**config.mk**
```make
export PLATFORM = sky130hd
export DESIGN_NAME = gpio_input_filter
export DESIGN_NICKNAME = d
export VERILOG_FILES = /design/src/rtl/gpio_input_filter.sv
export SDC_FILE = /design/constraint.sdc
export NUM_CORES = 1
export LEC_CHECK = 0
export BUFFER_PORTS_ARGS = -buffer_cell sky130_fd_sc_hd__buf_2
export CAP_MARGIN = 30
export CORE_MARGIN = 8
export CORE_UTILIZATION = 61
export CTS_BUF_LIST = sky130_fd_sc_hd__clkbuf_16
export DETAILED_ROUTE_END_ITERATION = 8
export PLACE_DENSITY_LB_ADDON = 0.1
export SLEW_MARGIN = 5
export SYNTH_ARGS = -nofsm -noshare
export SYNTH_HDL_FRONTEND = slang
export SYNTH_SLANG_ARGS = --single-unit
```
**constraint.sdc**
```tcl
create_clock -name i_clk -period 5.6 [get_ports i_clk]
set_input_delay 0.28 -clock i_clk [delete_from_list [all_inputs] [get_ports i_clk]]
set_output_delay 0.28 -clock i_clk [all_outputs]
set_load 0.02 [all_outputs]
```
**src/rtl/gpio_input_filter.sv**
```systemverilog
// Per-pin GPIO input conditioning: two-flop synchroniser, prescaled debounce and rise/fall pulses.
// Define GPIO_INPUT_FILTER_GLITCH_CNT_EN to build the saturating rejected-glitch counter.
module gpio_input_filter #(
  parameter int width      = 12,
  parameter int presc_bits = 16,
  parameter int stable_cnt = 4
) (
  input  logic                  i_clk,
  input  logic                  i_nrst,
  input  logic [width-1:0]      i_pad,
  input  logic [presc_bits-1:0] i_presc,
  input  logic                  i_bypass,
  output logic [width-1:0]      o_gpio,
  output logic [width-1:0]      o_rise,
  output logic [width-1:0]      o_fall,
  output logic [7:0]            o_glitch_cnt
);

  localparam int cw = $clog2(stable_cnt + 1);
  localparam logic [cw-1:0] last_cnt = cw'(stable_cnt - 1);

  logic [width-1:0]          sync1;
  logic [width-1:0]          sync2;
  logic [presc_bits-1:0]     presc_cnt;
  logic                      tick;
  logic [width-1:0][cw-1:0]  cnt;
  logic [width-1:0][cw-1:0]  cnt_next;
  logic [width-1:0]          gpio_next;

  always_ff @(posedge i_clk or negedge i_nrst) begin
    if (!i_nrst) begin
      sync1 <= '0;
      sync2 <= '0;
    end else begin
      sync1 <= i_pad;
      sync2 <= sync1;
    end
  end

  // A new i_presc value is only picked up when the counter reloads.
  assign tick = (presc_cnt == '0);

  always_ff @(posedge i_clk or negedge i_nrst) begin
    if (!i_nrst) begin
      presc_cnt <= '0;
    end else if (tick) begin
      presc_cnt <= i_presc;
    end else begin
      presc_cnt <= presc_cnt - 1'b1;
    end
  end

  always_comb begin
    gpio_next = o_gpio;
    cnt_next  = '0;
    for (int b = 0; b < width; b++) begin
      if (i_bypass) begin
        gpio_next[b] = sync2[b];
      end else if (sync2[b] != o_gpio[b]) begin
        if (tick) begin
          if (cnt[b] == last_cnt) begin
            gpio_next[b] = sync2[b];
          end else begin
            cnt_next[b] = cnt[b] + 1'b1;
          end
        end else begin
          cnt_next[b] = cnt[b];
        end
      end
    end
  end

  // Edge pulses compare the accepted next level against the current one.
  always_ff @(posedge i_clk or negedge i_nrst) begin
    if (!i_nrst) begin
      o_gpio <= '0;
      o_rise <= '0;
      o_fall <= '0;
      cnt    <= '0;
    end else begin
      o_gpio <= gpio_next;
      o_rise <= gpio_next & ~o_gpio;
      o_fall <= ~gpio_next & o_gpio;
      cnt    <= cnt_next;
    end
  end

`ifdef GPIO_INPUT_FILTER_GLITCH_CNT_EN
  logic [width-1:0] glitch;

  // A glitch is a partially counted mismatch that disappears before acceptance.
  always_comb begin
    glitch = '0;
    for (int b = 0; b < width; b++) begin
      glitch[b] = !i_bypass && (sync2[b] == o_gpio[b]) && (cnt[b] != '0);
    end
  end

  always_ff @(posedge i_clk or negedge i_nrst) begin
    if (!i_nrst) begin
      o_glitch_cnt <= 8'h00;
    end else if ((|glitch) && (o_glitch_cnt != 8'hFF)) begin
      o_glitch_cnt <= o_glitch_cnt + 8'h01;
    end
  end
`else
  assign o_glitch_cnt = 8'h00;
`endif

endmodule

```
Yosys cells after proc, flatten, opt, wreduce, memory -nomap -nowiden
Cells that the tools add are included.

word-level totals
  word-level logic and storage cells = 169
  register bits after elaboration = 112

cells by class
  multiplexer cells = 97
  equality and inequality tests = 36
  reductions and logical operators = 1
  bitwise gates (word level) = 4
  add/subtract/negate cells = 13

operators by type and width
  operator               number
  $mux 3                 48
  $mux 1                 48
  $add 3x1->3 const B    12
  $eq 3x2->1 const B     12
  $ne 3x3->1 const B     12
  $and 12x12->12         2
  $not 12->12            2
  $logic_not 16->1       1
  $mux 16                1
  $sub 16x1->16 const B  1
  $ne 1x1->1             12

Logic depth before layout (Yosys ltp)
  depth in word-level cells = 7
  mapped depth = 8
  depth with buffers taken out = 5

Least setup slack after synthesis
Ideal clock, no wire load.

  path kind = reg2reg
  from = reg presc_cnt[2]
  to = reg o_gpio[7]
  setup time = 125 ps
  setup slack = 3787 ps
  arrival time = 1687 ps
  period minus slack after synthesis = 1813 ps
  cell stages (with the launch flop) = 8
  cells stage by stage = dfrtp_1 nor4_4 buf_6 and3_1 buf_6 buf_12 a31oi_4 mux2_4

between the ends
  longest elaborated chain between the ends = 4

ends and longest elaborated chain
  what                    RTL line  text
  start, declared         24        logic [presc_bits-1:0] presc_cnt;
  start signal, assigned  47        presc_cnt <= i_presc;
  start signal, assigned  49        presc_cnt <= presc_cnt - 1'b1;
  $logic_not 16->1        41        assign tick = (presc_cnt == '0);
  $mux 1                  60        if (tick) begin
  $mux 1                  59        end else if (sync2[b] != o_gpio[b]) begin
  $mux 1                  57        if (i_bypass) begin
  named net gpio_next[7]  28        logic [width-1:0] gpio_next;
  end signal, assigned    81        o_gpio <= gpio_next;
  end, declared           13        output logic [width-1:0] o_gpio,

The timed path passes the listed nets, and every way through them passes these cells.
A chain may end at the register's enable or synchronous reset.

Worst setup path after layout
  from = reg presc_cnt[2]
  to = reg presc_cnt[13]

between the ends
  longest elaborated chain between the ends = 2
  elaborated cells on any way between the ends = 3

ends and longest elaborated chain
  what                                                      RTL line  text
  $sub 16x1->16 / $logic_not 16->1 (equally long branches)  49, 41
  $mux 16 (*)                                               46        end else if (tick) begin

Mark *: on every way between the ends. The rest lies on a longest branch, timed or not.

==> results.md <==
• **maximum fanout along the worst path** 42
• **area leader, netlist** sky130_fd_sc_hd__dfrtp_1
• **placeable core region** 7770 um2
• **cell at the root of the clock tree** sky130_fd_sc_hd__clkbuf_16
• **Antenna Nets Post-Route** 0
• **last weighted congestion value of the routability-driven placer** 0.838
• **number of placement rows** 32
• **setup clock skew after layout** 0.00764 ns
• **estimated wirelength of the detail-placed design** 6210 um
• **clock power share** 35.4%
• **type of destination of the critical path** register
• **largest voltage drop on the vdd net** 0.235 mV
• **total of buffers placed on input and output ports** 66
• **Residual DRC** 0
• **TritonCTS sink count** 112
• **required time worst endpoint** 5.79 ns
• **overall via count from detail_route** 3,377
• **run status** finished clean
• **CP Data Arrival Time** 3.09 ns
• **Die H** 106 um
• **relative slew slack** 33.7%
• **share of layout cells above drive strength 1** 21.8%
• **sequential fraction of design power** 53.2%
• **maximum number of pins on one net before global-route repair** 82
• **Cell Area, Synth** 4930 um2
• **Leak Pwr** 2.50 nW
• **# H-tree levels** 3
• **switching share of power** 27.1%
• **initial core utilization** 63.4%
• **post-synthesis area per instance** 11.6 um2
• **internal portion of total power** 1.25 mW
• **post-CTS setup buffer count** 0
• **worst setup path category** register to register
• **sequential element share of the synthesized area** 56.9%
• **Via density** 5.70
• **fraction of post-synthesis cell area in the top cell type by area** 56.9%
• **final critical-path share of the clock period** 51.8%
• **number of antenna violations at the first check in global routing** 0
• **count of yosys warnings during synthesis** 0
• **Worst Setup Start Kind** register
• **Detailed Route Iter0 Violations** 144
• **upper clock frequency limit** 345 MHz
• **setup repair after global routing missed its margin** no
• **Tightest Pin Transition** 0.994 ns
• **detailed-router iteration count before antenna repair** 4
• **Final Routed Wirelength** 9690 um
• **largest buffer count on any clock path** 2
• **total grt overflow** 0
• **DIE AREA** 11,200 um2
• **total track usage** 18.0%
• **minimum setup slack in the final design** 2.70 ns
• **FF+latch count, synth** 112
• **type of the most critical hold path** input port to register
• **Syn Inst Count** 426
• **fill cell count** 570
• **largest cells by area after synthesis** sky130_fd_sc_hd__dfrtp_1, sky130_fd_sc_hd__ha_1, sky130_fd_sc_hd__o21ai_0
• **time the final worst path needs with I/O delays and setup** 2.90 ns
• **PD cells** 308 nW/um2
• **number of maximum-capacitance violations** 0
• **global-route wire length before repair** 16,500 um
• **total of endpoints with negative setup slack in the final report** 0
• **Fin Setup TNS** 0 ns
• **post-placement worst setup slack** 2.71 ns
• **Area Overhead vs Synth** 12.8%
• **combinational fraction of design power** 11.4%
• **average wire length per cell after detail routing** 16.4 um
• **Worst-Skew Late Latency** 0.35 ns
• **ant diodes** 0
• **NetSw** 463 uW
• **Synth cell types** 34
• **width of the chip** 106 um
• **Hold Violations, Final** 0
• **pins over their slew limit** 0
• **number of global-route vias before repair** 3,492
• **CTS tree** built
• **cts bufs inserted** 9
• **clock transition at the register clock pins on the worst setup and hold paths after CTS** 0.07 ns
• **number of primary I/O pins** 75
• **Nets** 530
## synthesized netlist by cell type (all sizes together)
cell type,instances
a211oi,12
nand2,5
o31ai,3
xnor2,4
nand4b,11
or4,14
nor4bb,1
ha,14
nand3,16
o21ai,35
nor2,29
clkbuf,10
nand2b,25
and3,2
nand4,3
xor2,7
mux2,12
buf,19
dfrtp,112
conb,1
nor3,8
inv,15
nor4,3
a21oi,26
nor2b,12
a31oi,15
a21o,12
## power by group through the flow
| stage | Sequential (mW) | Clock [mW] | Combinational, mW |
|---|---|---|---|
| after global placement | 0.921 | 0 | 0.186 |
| after global routing | 0.916 | 0.651 | 0.218 |
| after CTS | 0.909 | 0.615 | 0.194 |
| final | 0.910 | 0.606 | 0.194 |
| after floorplan | 0.939 | 0 | 0.111 |
| after detailed placement | 0.925 | 0 | 0.192 |
## placed cells by master (no fill, tap or decap), drive strengths merged
cell and n:
a21o 12, nor3 8, nand2 5, clkbuf 9
o21ai 35, nor2 29, clkinv 2, conb 8
nand3 16, nor2b 12, nand4 3, a211oi 12
o31ai 3, dfrtp 112, mux2 12, ha 14
xor2 7, a21oi 26, and3 2, nand4b 11
a31oi 15, buf 69, nor4 3, dlygate4sd3 1
or4 14, nand2b 25, inv 20, nor4bb 1
xnor2 4
## cell type report
type                    instances  area [um2]  share of cell area, %
well taps                     102         128                   2.30
clock inverters                 7        52.6                  0.946
multi-input cells             277        1910                   34.3
inverters                      15        56.3                   1.01
clock buffers                   9         225                   4.05
flip-flops and latches        112        2800                   50.4
repair buffers                 70         385                   6.94
## registers in the layout, summed over array words and instances (netlist names)
| register | flops |
|---|---|
| o_fall | 12 |
| o_rise | 12 |
| cnt | 36 |
| presc_cnt | 16 |
| sync1 | 12 |
| sync2 | 12 |
| o_gpio | 12 |
## metrics by stage
step           area [um2]  hold WS [ns]  cells  total power, mW  util [%]
2_1_floorplan        4950       -0.0156    433             1.05         -
3_3_place_gp         5240         0.234    574             1.11      67.5
3_5_place_dp         5240         0.242    574             1.12      67.5
4_1_cts              5530        0.0249    591             1.72      71.2
5_1_grt              5560        0.0109    592             1.78      71.5
6_report             5560        0.0265    592             1.71      71.5
## kinds of logic (layout without fill, tap and decap cells)
kind of cell	Yosys count	in the layout	share of synthesized area, %
AND/OR/NAND/NOR	129	129	16.0
flip-flops	112	112	56.9
AO/OA/AOI/OAI	103	103	13.4
buffers and inverters	44	101	5.05
adder cells (fa/ha/maj)	14	14	3.56
multiplexers	12	12	3.05
XOR/XNOR	11	11	1.96
other	1	8	0.0761
## worst max-delay path, cell delays in order, from the launching register on
cell	delay, ns
sky130_fd_sc_hd__dfrtp_1	0.45
sky130_fd_sc_hd__nor4_4	0.55
sky130_fd_sc_hd__nand2_2	0.55
sky130_fd_sc_hd__nor2_2	0.95
sky130_fd_sc_hd__o21ai_0	0.22
## final timing paths
| path | startpoint | end | slack, ns | depth (start not counted) |
|---|---|---|---|---|
| max in group asynchronous | i_nrst | cnt[28]$_DFFE_PN0P_ | 4.28 | 4 |
| min in group asynchronous | i_nrst | sync1[2]$_DFF_PN0_ | 0.41 | 2 |
| max reg2reg | presc_cnt[2]$_DFF_PN0_ | presc_cnt[13]$_DFF_PN0_ | 2.70 | 4 |
| min | i_pad[5] | sync1[5]$_DFF_PN0_ | 0.03 | 1 |
| min reg2reg | sync1[5]$_DFF_PN0_ | sync2[5]$_DFF_PN0_ | 0.35 | 0 |
| max | presc_cnt[2]$_DFF_PN0_ | presc_cnt[13]$_DFF_PN0_ | 2.70 | 4 |
## timing repair
action                                 in CTS  in global routing
gates resized for setup                     0                  0
hold buffers                                1                  0
endpoints found under the hold margin      31                  0
## layer usage
layer,global-route usage (%),vias to the layer above,part of all wire (%)
met5,0,-,0
met4,5.53,0,1.4
met3,5.42,12,6.2
met2,29.0,83,49
met1,22.9,1660,43
li1,-,1622,-
No activity file was read; power rests on OpenSTA's default activity.
